===== src/rtl/mac_result_collector_if.sv =====
// Result stream from the collector toward the output-matrix writer:
// valid/ready handshake carrying one signed dot product and its row-end flag.
interface mac_result_collector_if #(
   parameter int RESULT_SIZE = 32
);
   logic                          o_valid;
   logic                          o_ready;
   logic signed [RESULT_SIZE-1:0] o_data;
   logic                          o_last;

   modport master (
      output o_valid,
      output o_data,
      output o_last,
      input  o_ready
   );

   modport slave (
      input  o_valid,
      input  o_data,
      input  o_last,
      output o_ready
   );
endinterface


===== src/rtl/mac_result_collector.sv =====
// mac_result_collector: mirrors the mul_add pipeline using its start strobe,
// captures each completed dot product once, and buffers it in a small FIFO
// with row framing, an almost-full hint and a sticky overflow flag.
`ifndef RESULT_SIZE
`define RESULT_SIZE 32
`endif

module mac_result_collector #(
   parameter int RESULT_SIZE = `RESULT_SIZE,
   parameter int FIFO_DEPTH  = 4,
   parameter int AF_THRESH   = 1,
   parameter int ROW_LEN     = 8
) (
   input  logic                          clk,
   input  logic                          rstn,
   input  logic                          mac_start,
   input  logic signed [RESULT_SIZE-1:0] mac_result,
   input  logic                          mac_finish,
   mac_result_collector_if.master        res,
   output logic                          almost_full,
   output logic                          overflow,
   input  logic                          clr_overflow
);
   localparam int PTR_W = (FIFO_DEPTH > 1) ? $clog2(FIFO_DEPTH) : 1;
   localparam int CNT_W = $clog2(FIFO_DEPTH + 1);
   localparam int ROW_W = (ROW_LEN > 1) ? $clog2(ROW_LEN) : 1;
   localparam logic [CNT_W-1:0] FULL_CNT = CNT_W'(FIFO_DEPTH);
   localparam logic [ROW_W-1:0] ROW_END  = ROW_W'(ROW_LEN - 1);

   typedef struct packed {
      logic                          last;
      logic signed [RESULT_SIZE-1:0] data;
   } entry_t;

   logic [3:0]       tag;
   logic [ROW_W-1:0] row;
   logic [PTR_W-1:0] wr_ptr;
   logic [PTR_W-1:0] rd_ptr;
   logic [CNT_W-1:0] count;
   entry_t           mem [FIFO_DEPTH];

   logic capture;
   logic pop;
   logic full;
   logic push;
   logic drop;
   logic row_last;

   // tag[3] is high in the cycle after the MAC accumulates a start beat;
   // together with the finish level it marks a freshly completed vector.
   assign capture  = tag[3] & mac_finish;
   assign full     = (count == FULL_CNT);
   assign pop      = res.o_valid & res.o_ready;
   assign push     = capture & (~full | pop);
   assign drop     = capture & full & ~pop;
   assign row_last = (row == ROW_END);

   assign res.o_valid = (count != '0);
   assign res.o_data  = mem[rd_ptr].data;
   assign res.o_last  = mem[rd_ptr].last;
   assign almost_full = (FIFO_DEPTH - int'(count)) <= AF_THRESH;

   // Shadow of the MAC's start pipeline, shifted every cycle.
   always_ff @(posedge clk or negedge rstn) begin
      if (!rstn) tag <= '0;
      else       tag <= {tag[2:0], mac_start};
   end

   // Row position advances on every capture, dropped or not, so framing
   // stays aligned with the compute array.
   always_ff @(posedge clk or negedge rstn) begin
      if (!rstn)        row <= '0;
      else if (capture) row <= row_last ? '0 : row + ROW_W'(1);
   end

   // FIFO storage, pointers and occupancy; entries are cleared on reset so
   // the head reads zero until the first push.
   always_ff @(posedge clk or negedge rstn) begin
      if (!rstn) begin
         for (int i = 0; i < FIFO_DEPTH; i++) mem[i] <= '0;
         wr_ptr <= '0;
         rd_ptr <= '0;
         count  <= '0;
      end else begin
         if (push) begin
            mem[wr_ptr] <= '{last: row_last, data: mac_result};
            wr_ptr      <= wr_ptr + PTR_W'(1);
         end
         if (pop) rd_ptr <= rd_ptr + PTR_W'(1);
         unique case ({push, pop})
            2'b10:   count <= count + CNT_W'(1);
            2'b01:   count <= count - CNT_W'(1);
            default: count <= count;
         endcase
      end
   end

   // Sticky overflow: a drop sets it and takes priority over a clear.
   always_ff @(posedge clk or negedge rstn) begin
      if (!rstn)             overflow <= 1'b0;
      else if (drop)         overflow <= 1'b1;
      else if (clr_overflow) overflow <= 1'b0;
   end
endmodule

===== src/flat_wrapper.sv =====
// flat-port wrapper written by rule: the top's interface ports become plain ports
module mac_result_collector_flat 
#(
   parameter int RESULT_SIZE = `RESULT_SIZE,
   parameter int FIFO_DEPTH  = 4,
   parameter int AF_THRESH   = 1,
   parameter int ROW_LEN     = 8
)
  (clk, rstn, mac_start, mac_result, mac_finish, almost_full, overflow, clr_overflow, res_o_valid, res_o_data, res_o_last, res_o_ready);
  mac_result_collector_if #(.RESULT_SIZE(RESULT_SIZE)) res_i ();
  input  logic clk;
  input  logic rstn;
  input  logic mac_start;
  input  logic signed [RESULT_SIZE-1:0] mac_result;
  input  logic mac_finish;
  output logic almost_full;
  output logic overflow;
  input  logic clr_overflow;
  output wire logic [$bits(res_i.o_valid)-1:0] res_o_valid;
  output wire logic [$bits(res_i.o_data)-1:0] res_o_data;
  output wire logic [$bits(res_i.o_last)-1:0] res_o_last;
  input wire logic [$bits(res_i.o_ready)-1:0] res_o_ready;
  assign res_o_valid = res_i.o_valid;
  assign res_o_data = res_i.o_data;
  assign res_o_last = res_i.o_last;
  assign res_i.o_ready = res_o_ready;
  mac_result_collector #(.RESULT_SIZE(RESULT_SIZE), .FIFO_DEPTH(FIFO_DEPTH), .AF_THRESH(AF_THRESH), .ROW_LEN(ROW_LEN)) u_core (.clk(clk), .rstn(rstn), .mac_start(mac_start), .mac_result(mac_result), .mac_finish(mac_finish), .res(res_i), .almost_full(almost_full), .overflow(overflow), .clr_overflow(clr_overflow));
endmodule

===== config.mk =====
export PLATFORM = sky130hd
export DESIGN_NAME = mac_result_collector_flat
export DESIGN_NICKNAME = d
export VERILOG_FILES = /design/src/rtl/mac_result_collector_if.sv /design/src/rtl/mac_result_collector.sv /design/src/flat_wrapper.sv
export SDC_FILE = /design/constraint.sdc
export NUM_CORES = 1
export LEC_CHECK = 0
export ABC_CLOCK_PERIOD_IN_PS = 5200
export CAP_MARGIN = 10
export CORE_UTILIZATION = 60
export DETAILED_ROUTE_END_ITERATION = 10
export PLACE_DENSITY = 0.85
export SETUP_SLACK_MARGIN = 0.2
export SLEW_MARGIN = 10
export SYNTH_ARGS = -nofsm -noshare
export SYNTH_HDL_FRONTEND = slang
export SYNTH_SLANG_ARGS = --single-unit

===== constraint.sdc =====
create_clock -name clk -period 5.2 [get_ports clk]
set_input_delay 1.04 -clock clk [delete_from_list [all_inputs] [get_ports clk]]
set_output_delay 1.04 -clock clk [all_outputs]
set_load 0.1 [all_outputs]

==> run_results.csv, run 1 <==
group,metric,value,unit
status,status,"complete, no violations",
cts,holdBufCountCts,0,
sta,tns,0,ns
grt,antenna_found_initial,0,
grt,busiest_layer,"met2",
synth,synth_area,0.00653,mm2
critical_path,reg2regPathDepth,6,
cts,cts_buffer_depth,2,
grt,grt.met2_usage,0.396,
sta,setup_viol,0,
die,die_area,0.0113,mm2
critical_path,crit_path_end_kind,"output pin",
sta,finalCritPeriodShare,0.785,
sta,fin_crit,4.08,ns
synth,syn_area_per_cell,16.9,um2
die,coreArea,0.0104,mm2
sta,rsz0062_at_grt,"no",
finish,nFillCells,647,
placement,port-buffer-count,73,
synth,synth_nets,435,
detailed_routing,firstDrtPassIters,4,
synth,yosysWarnings,0,
run,drv_cap,0,
cts,clock-sinks,147,
detailed_routing,postRouteAntennaNets,0,
critical_path,required,4.16,ns
grt,grt_overflow,0,
placement,finalWeightedCongestion,0.663,
min_path,hold_path.class,"reg2reg",
critical_path,critical_path.max_stage_delay,1.14,ns
detailed_routing,drc_errors,0,
min_path,whs_endpoint,"u_core.tag[2]",
critical_path,criticalPathCategory,"reg2out",
finish,layout-drive-gt1-share,0.426,
critical_path,timing.rr.end,"u_core.mem[80]",
critical_path,rr_startpoint,"u_core.count[0]",
sta,tightestPinTransition,1.05,ns
grt,grt_util_met3,0.0705,
sta,max_freq,245,MHz
finish,layout.nets,512,
critical_path,critPathMaxFanout,34,
critical_path,cp_slowest_cell,"clkdlybuf4s50_1",
min_path,min_path_cells,0,
die,num_rows,37,
die,die_width,106,um
cts,cts.clk_slew.worst_paths,0.06,ns
cts,h-tree-depth,4,
critical_path,rrSetupSlack,2.40,ns
finish,fin_cells,613,
detailed_routing,wl_per_cell,19.6,um
cts,clk_latency,0.53,ns
cts,cts_tree,"yes",
grt,grt_pass1_vias,4004,
sta,slew_violations,0,
detailed_routing,drtIter0Drc,129,
placement,dp.cells,581,
cts,cts_setup_buffers,0,
finish,area.growth.synth_to_final,20.4,%
finish,n_antenna_cell,0,
grt,grt_first_pass_wirelength,20500,um
critical_path,crit_chain,"mux4_2 -> clkdlybuf4s50_1",
detailed_routing,routed_wl,12000,um
synth,yosys_register_bits,147,
synth,synth.distinct_cells,25,
sta,slew_headroom,0.297,
critical_path,arrival,3.04,ns
cts,cts_resized,0,
critical_path,start_kind,"flop",
min_path,holdCritStartpoint,"u_core.tag[1]",
grt,grt_usage,0.245,
detailed_routing,num_vias,3560,
sta,hold_violations,0,
grt,grt_util_met1,0.317,
synth,syn_inst,387,
cts,numCtsBuffers,17,
synth,yosysSeqAreaShare,0.564,
cts,clk_root_buffer_cell,"clkbuf_8",
grt,grt_max_degree,122,
sta,finalClockSkew,0.00388,ns
die,io-pin-count,74,
die,start_util,0.627,
detailed_routing,vias_per_cell,5.81,
die,die_h,106,um
placement,dp_hpwl,7530,um
[layout by cell type, fill, tap and decap left out]
cell type,n
dfrtp_1,145
mux2_2,126
clkdlybuf4s50_1,72
mux4_2,33
clkbuf_16,16
inv_1,10
ha_1,9
mux2_1,8
buf_4,7
clkinv_2,6
xnor2_1,5
nand2_1,4
nand3_1,4
a21oi_4,4
clkbuf_8,4
nand2b_1,2
a21oi_1,2
nor2_1,2
o21ai_0,2
clkbuf_1,2
bufinv_16,2
dfrtp_2,2
a22oi_1,1
mux2i_1,1
nor3_1,1
a21o_1,1
o22ai_1,1
xor2_1,1
fa_1,1
clkinv_4,1
clkinvlp_4,1
buf_6,1
[through the flow]
step           cell area (um2)  setup WS (ns)  hold WS [ns]  utilization
6_report                  7860           1.12         0.355        0.754
5_1_grt                   7860          0.988         0.362        0.754
4_1_cts                   7860           1.04         0.355        0.754
3_5_place_dp              7290           1.63         0.339        0.700
3_3_place_gp              7290           1.66         0.334        0.700
2_1_floorplan             6530           1.24         0.331            -
[cells in the mapped netlist]
library cell / count / area, um2
a21o_1: 1 / 7.51
a21oi_1: 2 / 10.0
a21oi_4: 4 / 65.1
a22oi_1: 1 / 7.51
buf_1: 1 / 3.75
buf_2: 5 / 25.0
buf_4: 3 / 22.5
buf_6: 13 / 146
dfrtp_1: 147 / 3680
fa_1: 1 / 20.0
ha_1: 9 / 113
inv_1: 10 / 37.5
mux2_1: 8 / 90.1
mux2_2: 126 / 1420
mux2i_1: 1 / 10.0
mux4_2: 33 / 743
nand2_1: 4 / 15.0
nand2b_1: 2 / 12.5
nand3_1: 4 / 20.0
nor2_1: 2 / 7.51
nor3_1: 1 / 5.00
o21ai_0: 2 / 10.0
o22ai_1: 1 / 6.26
xnor2_1: 5 / 43.8
xor2_1: 1 / 8.76
[cells by family after synthesis]
group | Yosys count | share of synthesized area
AND/OR/NAND/NOR | 13 | 0.00920
buffers and inverters | 32 | 0.0360
flip-flops | 147 | 0.564
adder cells (fa/ha/maj) | 10 | 0.0203
XOR/XNOR | 6 | 0.00805
AO/OA/AOI/OAI | 11 | 0.0163
multiplexers | 168 | 0.347
[per-layer routing]
layer	wire length, um	vias up
li1	-	1573
met1	5230	1910
met2	6140	61
met3	456	16
met4	165	0
met5	0	-
[worst max path at each step]
stage                    end  cells past startpoint  slack [ns]             start
2_1_floorplan    almost_full                      4        1.24   u_core.count[0]
3_3_place_gp   res_o_data[0]                      2        1.66  u_core.rd_ptr[1]
3_5_place_dp   res_o_data[0]                      3        1.63  u_core.rd_ptr[0]
4_1_cts        res_o_data[0]                      3        1.04  u_core.rd_ptr[0]
5_1_grt        res_o_data[0]                      3        0.99  u_core.rd_ptr[0]
6_report       res_o_data[0]                      2        1.12  u_core.rd_ptr[1]
[critical path, delay by kind of cell (launching register included)]
kind     cells  cell delay [ns]
buf+inv      1             1.14
flops        1             0.96
mux          1             0.40
[area by class of cell]
class / count / area [um2] / share of cell area
clock buffer: 22 / 463 / 0.0589
clock inverter: 10 / 106 / 0.0135
tap: 136 / 170 / 0.0217
multi-input combinational: 208 / 2610 / 0.333
timing repair buffer: 80 / 785 / 0.0999
sequential: 147 / 3680 / 0.469
inverter: 10 / 37.5 / 0.00478
[flip-flops by register name, indices dropped and copies added, names as in the netlist]
register	count
u_core.overflow	1
u_core.wr_ptr	2
u_core.tag	4
u_core.rd_ptr	2
u_core.count	3
u_core.mem	132
u_core.row	3
Power of run 1 is not shown: default switching activity piles up to over one toggle a cycle in this logic, so the estimate is an artifact.
==> run 2, diff against run 1 <==
Settings changed: ABC_CLOCK_PERIOD_IN_PS 5200 to 3450, CORE_UTILIZATION 60 to 51, PLACE_DENSITY 0.85 to 0.77.
Clock period 5.2 ns to 3.45 ns, I/O delays scaled along.
==> run_results.csv, run 2 (synthesis gave the netlist of run 1 again) <==
group,metric,value,unit
finish,n_antenna_cell,0,
finish,largest-register,"u_core.mem",
cts,clock-sinks,147,
grt,grt_pass1_vias,3901,
placement,dp_hpwl,7730,um
grt,grt_overflow,0,
finish,layout.nets,519,
detailed_routing,drtIter0Drc,219,
sta,rsz0062_at_grt,"no",
sta,finalClockSkew,0.00692,ns
die,die_width,115,um
grt,antenna_found_initial,0,
die,io-pin-count,74,
cts,cts.clk_slew.worst_paths,0.06,ns
critical_path,arrival,2.08,ns
critical_path,cp_slowest_cell,"dfrtp_2",
cts,clk_root_buffer_cell,"clkbuf_16",
finish,largest_reg_flops,132,
finish,final_cell_mix,"145 x dfrtp_1, 126 x mux2_2, 47 x buf_4",
cts,numCtsBuffers,17,
critical_path,crit_chain,"buf_4 -> mux4_2 -> buf_4",
critical_path,critPathMaxFanout,24,
detailed_routing,routed_wl,12300,um
detailed_routing,wl_met2,6090,um
sta,slew_violations,0,
detailed_routing,drc_errors,0,
die,coreArea,0.0123,mm2
sta,hold_violations,0,
cts,h-tree-depth,4,
detailed_routing,met1_length,5580,um
cts,cts_tree,"yes",
min_path,hold_path.class,"reg2reg",
sta,setup_viol,0,
finish,largest_registers,"u_core.mem: 132 flops, u_core.tag: 4 flops",
placement,finalWeightedCongestion,0.714,
sta,tns,0,ns
critical_path,required,2.76,ns
cts,clk_latency,0.41,ns
grt,grt_first_pass_wirelength,20300,um
cts,holdBufCountCts,0,
detailed_routing,postRouteAntennaNets,0,
detailed_routing,num_vias,3557,
sta,fin_crit,2.77,ns
sta,finalCritPeriodShare,0.804,
cts,cts_setup_buffers,0,
critical_path,critical_path.max_stage_delay,0.80,ns
finish,layout-drive-gt1-share,0.508,
placement,place_ws,0.708,ns
detailed_routing,firstDrtPassIters,4,
detailed_routing,routed-wl-met3,515,um
sta,tightestPinTransition,0.977,ns
cts,cts_resized,0,
sta,setup_slack,0.675,ns
grt,grt_usage,0.210,
sta,hold_ws,0.353,ns
finish,area.growth.synth_to_final,21.5,%
die,die_area,0.0133,mm2
detailed_routing,top_layer_used,"met4",
detailed_routing,wl_per_cell,18.8,um
cts,cts_buffer_depth,2,
status,status,"complete, no violations",
die,num_rows,40,
detailed_routing,vias_per_cell,5.46,
run,drv_cap,0,
critical_path,criticalPathCategory,"reg2out",
critical_path,start_kind,"flop",
critical_path,crit_path_end_kind,"output pin",
critical_path,cpMostUsedCell,"buf_4",
die,die_h,115,um
die,start_util,0.532,
placement,port-buffer-count,73,
sta,max_freq,360,MHz
sta,slew_headroom,0.346,
finish,layout_commonest_cell,"dfrtp_1",
grt,grt_max_degree,95,
## run 2: final cells by class
type,count,area [um2]
flip-flops and latches,147,3680
fillers,866,4330
repair buffers,87,774
multi-input cells,208,2610
inverters,10,37.5
well taps,168,210
clock buffers,20,457
clock inverters,12,160
## run 2: worst paths after layout
kind | start | endpoint | slack (ns) | depth (start not counted)
hold reg to reg | u_core.tag[2] | u_core.tag[3] | 0.35 | 0
min in group asynchronous | rstn | u_core.mem[107] | 0.36 | 1
setup reg to reg | u_core.count[0] | u_core.count[2] | 0.95 | 10
hold / removal | u_core.tag[2] | u_core.tag[3] | 0.35 | 0
setup / recovery | u_core.rd_ptr[1] | res_o_data[5] | 0.68 | 3
max in group asynchronous | rstn | u_core.mem[48] | 2.28 | 2
## run 2: per-layer routing
metal,global-route usage,vias up
met5,0,-
met4,0.0649,0
met3,0.0675,8
met2,0.338,63
met1,0.273,1902
li1,-,1584
## run 2: worst max-delay path, delay by kind of cell, from the launching register on
| family | cells | cell delay (ns) |
|---|---|---|
| buffers and inverters | 2 | 0.54 |
| flip-flops | 1 | 0.80 |
| multiplexers | 1 | 0.32 |
## run 2: stage by stage
stage | util | cells | instance area [um2]
2_1_floorplan | - | 387 | 6530
3_3_place_gp | 0.597 | 620 | 7320
5_1_grt | 0.647 | 652 | 7930
6_report | 0.647 | 652 | 7930
3_5_place_dp | 0.597 | 620 | 7320
4_1_cts | 0.647 | 652 | 7930
Power of run 2 is left out for the same reason.
==> run 3, diff against run 2 <==
Settings changed: ABC_CLOCK_PERIOD_IN_PS 3450 to 2500.
Clock period 3.45 ns to 2.5 ns, I/O delays scaled along.
==> run_results.csv, run 3 (synthesis gave the netlist of run 1 again) <==
group,metric,value,unit
grt,grt_overflow,0,
sta,max_freq,427,MHz
cts,clk_root_buffer_cell,"clkbuf_16",
critical_path,crit_chain,"buf_6 -> clkbuf_16 -> mux4_2 -> buf_12",
placement,port-buffer-count,73,
finish,multi_input_area,0.00264,mm2
sta,fin_crit,2.34,ns
critical_path,rr_startpoint,"u_core.count[0]",
detailed_routing,firstDrtPassIters,4,
finish,fin_util,0.704,
grt,grt_max_degree,56,
sta,finalClockSkew,0.00612,ns
critical_path,critPathMaxFanout,6,
sta,setup_viol,0,
cts,h-tree-depth,4,
cts,holdBufCountCts,0,
finish,seq_area,0.00368,mm2
detailed_routing,postRouteAntennaNets,0,
critical_path,crit_start,"u_core.rd_ptr[0]",
detailed_routing,num_vias,3612,
critical_path,required,2.00,ns
cts,clk_latency,0.41,ns
sta,slew_headroom,0.634,
finish,layout_commonest_cell,"dfrtp_1",
die,num_rows,40,
critical_path,start_kind,"flop",
grt,grt_usage,0.217,
detailed_routing,wl_per_cell,19.7,um
finish,largest_registers,"u_core.mem: 132 flops, u_core.tag: 4 flops",
critical_path,crit_path_end_kind,"output pin",
placement,dp_hpwl,8060,um
sta,hold_ws,0.0379,ns
die,die_area,0.0133,mm2
cts,clock-sinks,147,
critical_path,criticalPathCategory,"reg2out",
sta,hold_violations,0,
sta,finalCritPeriodShare,0.936,
sta,tightestPinTransition,0.549,ns
critical_path,cp_slowest_cell,"mux4_2",
finish,layout.nets,530,
finish,layout-drive-gt1-share,0.525,
detailed_routing,routed_wl,13100,um
detailed_routing,vias_per_cell,5.45,
sta,rsz0062_at_grt,"yes",
die,die_h,115,um
die,die_width,115,um
grt,grt_first_pass_wirelength,21300,um
critical_path,arrival,1.84,ns
detailed_routing,drc_errors,0,
finish,nFillCells,791,
cts,numCtsBuffers,17,
cts,cts.clk_slew.worst_paths,0.06,ns
critical_path,rrSetupSlack,0.34,ns
detailed_routing,drtIter0Drc,219,
finish,largest_reg_flops,132,
placement,finalWeightedCongestion,0.693,
critical_path,timing.rr.end,"u_core.count[2]",
sta,slew_violations,0,
cts,cts_buffer_depth,2,
run,drv_cap,0,
status,status,"complete, no violations",
critical_path,critical_path.max_stage_delay,0.55,ns
grt,antenna_found_initial,0,
finish,area.growth.synth_to_final,32.3,%
die,start_util,0.532,
cts,cts_tree,"yes",
sta,tns,0,ns
critical_path,reg2regPathDepth,11,
finish,final_cell_mix,"144 x dfrtp_1, 126 x mux2_2, 44 x buf_12",
die,io-pin-count,74,
die,coreArea,0.0123,mm2
finish,n_antenna_cell,0,
critical_path,path_buf_inv,3,
critical_path,critPathTopFamily,"multiplexers",
grt,grt_pass1_vias,4042,
finish,largest-register,"u_core.mem",
min_path,hold_path.class,"in2async",
-- run 3: cell types whose count changed in the layout (fill, tap and decap cells not counted), moves of 2 or more --
cell / change
buf_12: +42
buf_4: -36
clkinv_2: -6
buf_6: +3
clkbuf_1: +3
clkinvlp_4: +3
clkbuf_16: +2
-- run 3: timing repair --
| action | CTS | global route |
|---|---|---|
| buffers inserted | 2 | 1 |
| pin swaps | 0 | 1 |
| endpoints found under the setup margin | 34 | 35 |
| cloned | 1 | 2 |
| resized for setup | 2 | 7 |
-- run 3: stage by stage --
step / cell area [um2] / instances / worst slack [ns]
final: 8630 / 663 / 0.159
after global routing: 8630 / 663 / 0.109
after CTS: 8550 / 660 / 0.146
after detailed placement: 7880 / 625 / 0.202
after global placement: 7880 / 625 / 0.271
after floorplan: 6530 / 387 / 0.287
-- run 3: metal layers --
layer,GRT usage,wire [um]
met4,0.0814,146
met2,0.344,6500
met5,0,0
met3,0.0543,465
met1,0.293,5970
-- run 3: worst reg2reg max path: cells and delay by family, from the launching register on --
family	cells	cell delay (ns)
AOI/OAI and AO/OA	1	0.09
xor gates and xnor gates	2	0.28
adders and majority gates	3	0.74
buffers and inverters	2	0.12
DFF	1	0.45
and+or+nand+nor	3	0.41
-- run 3: how the worst max path moves through the flow --
stage | endpoint | slack (ns) | cells past startpoint
after floorplan | u_core.count[2] | 0.29 | 12
after global placement | u_core.count[2] | 0.27 | 10
after detailed placement | u_core.count[2] | 0.20 | 10
after CTS | res_o_last | 0.15 | 4
after global routing | res_o_data[20] | 0.11 | 4
final | res_o_data[10] | 0.16 | 4
-- run 3: area by class of cell --
type | instances | area share
sequential | 147 | 0.426
multi-input combinational | 208 | 0.305
timing repair buffer | 98 | 0.168
clock buffer | 23 | 0.0542
tap | 168 | 0.0243
clock inverter | 9 | 0.0177
inverter | 10 | 0.00435
Power of run 3 is left out for the same reason.
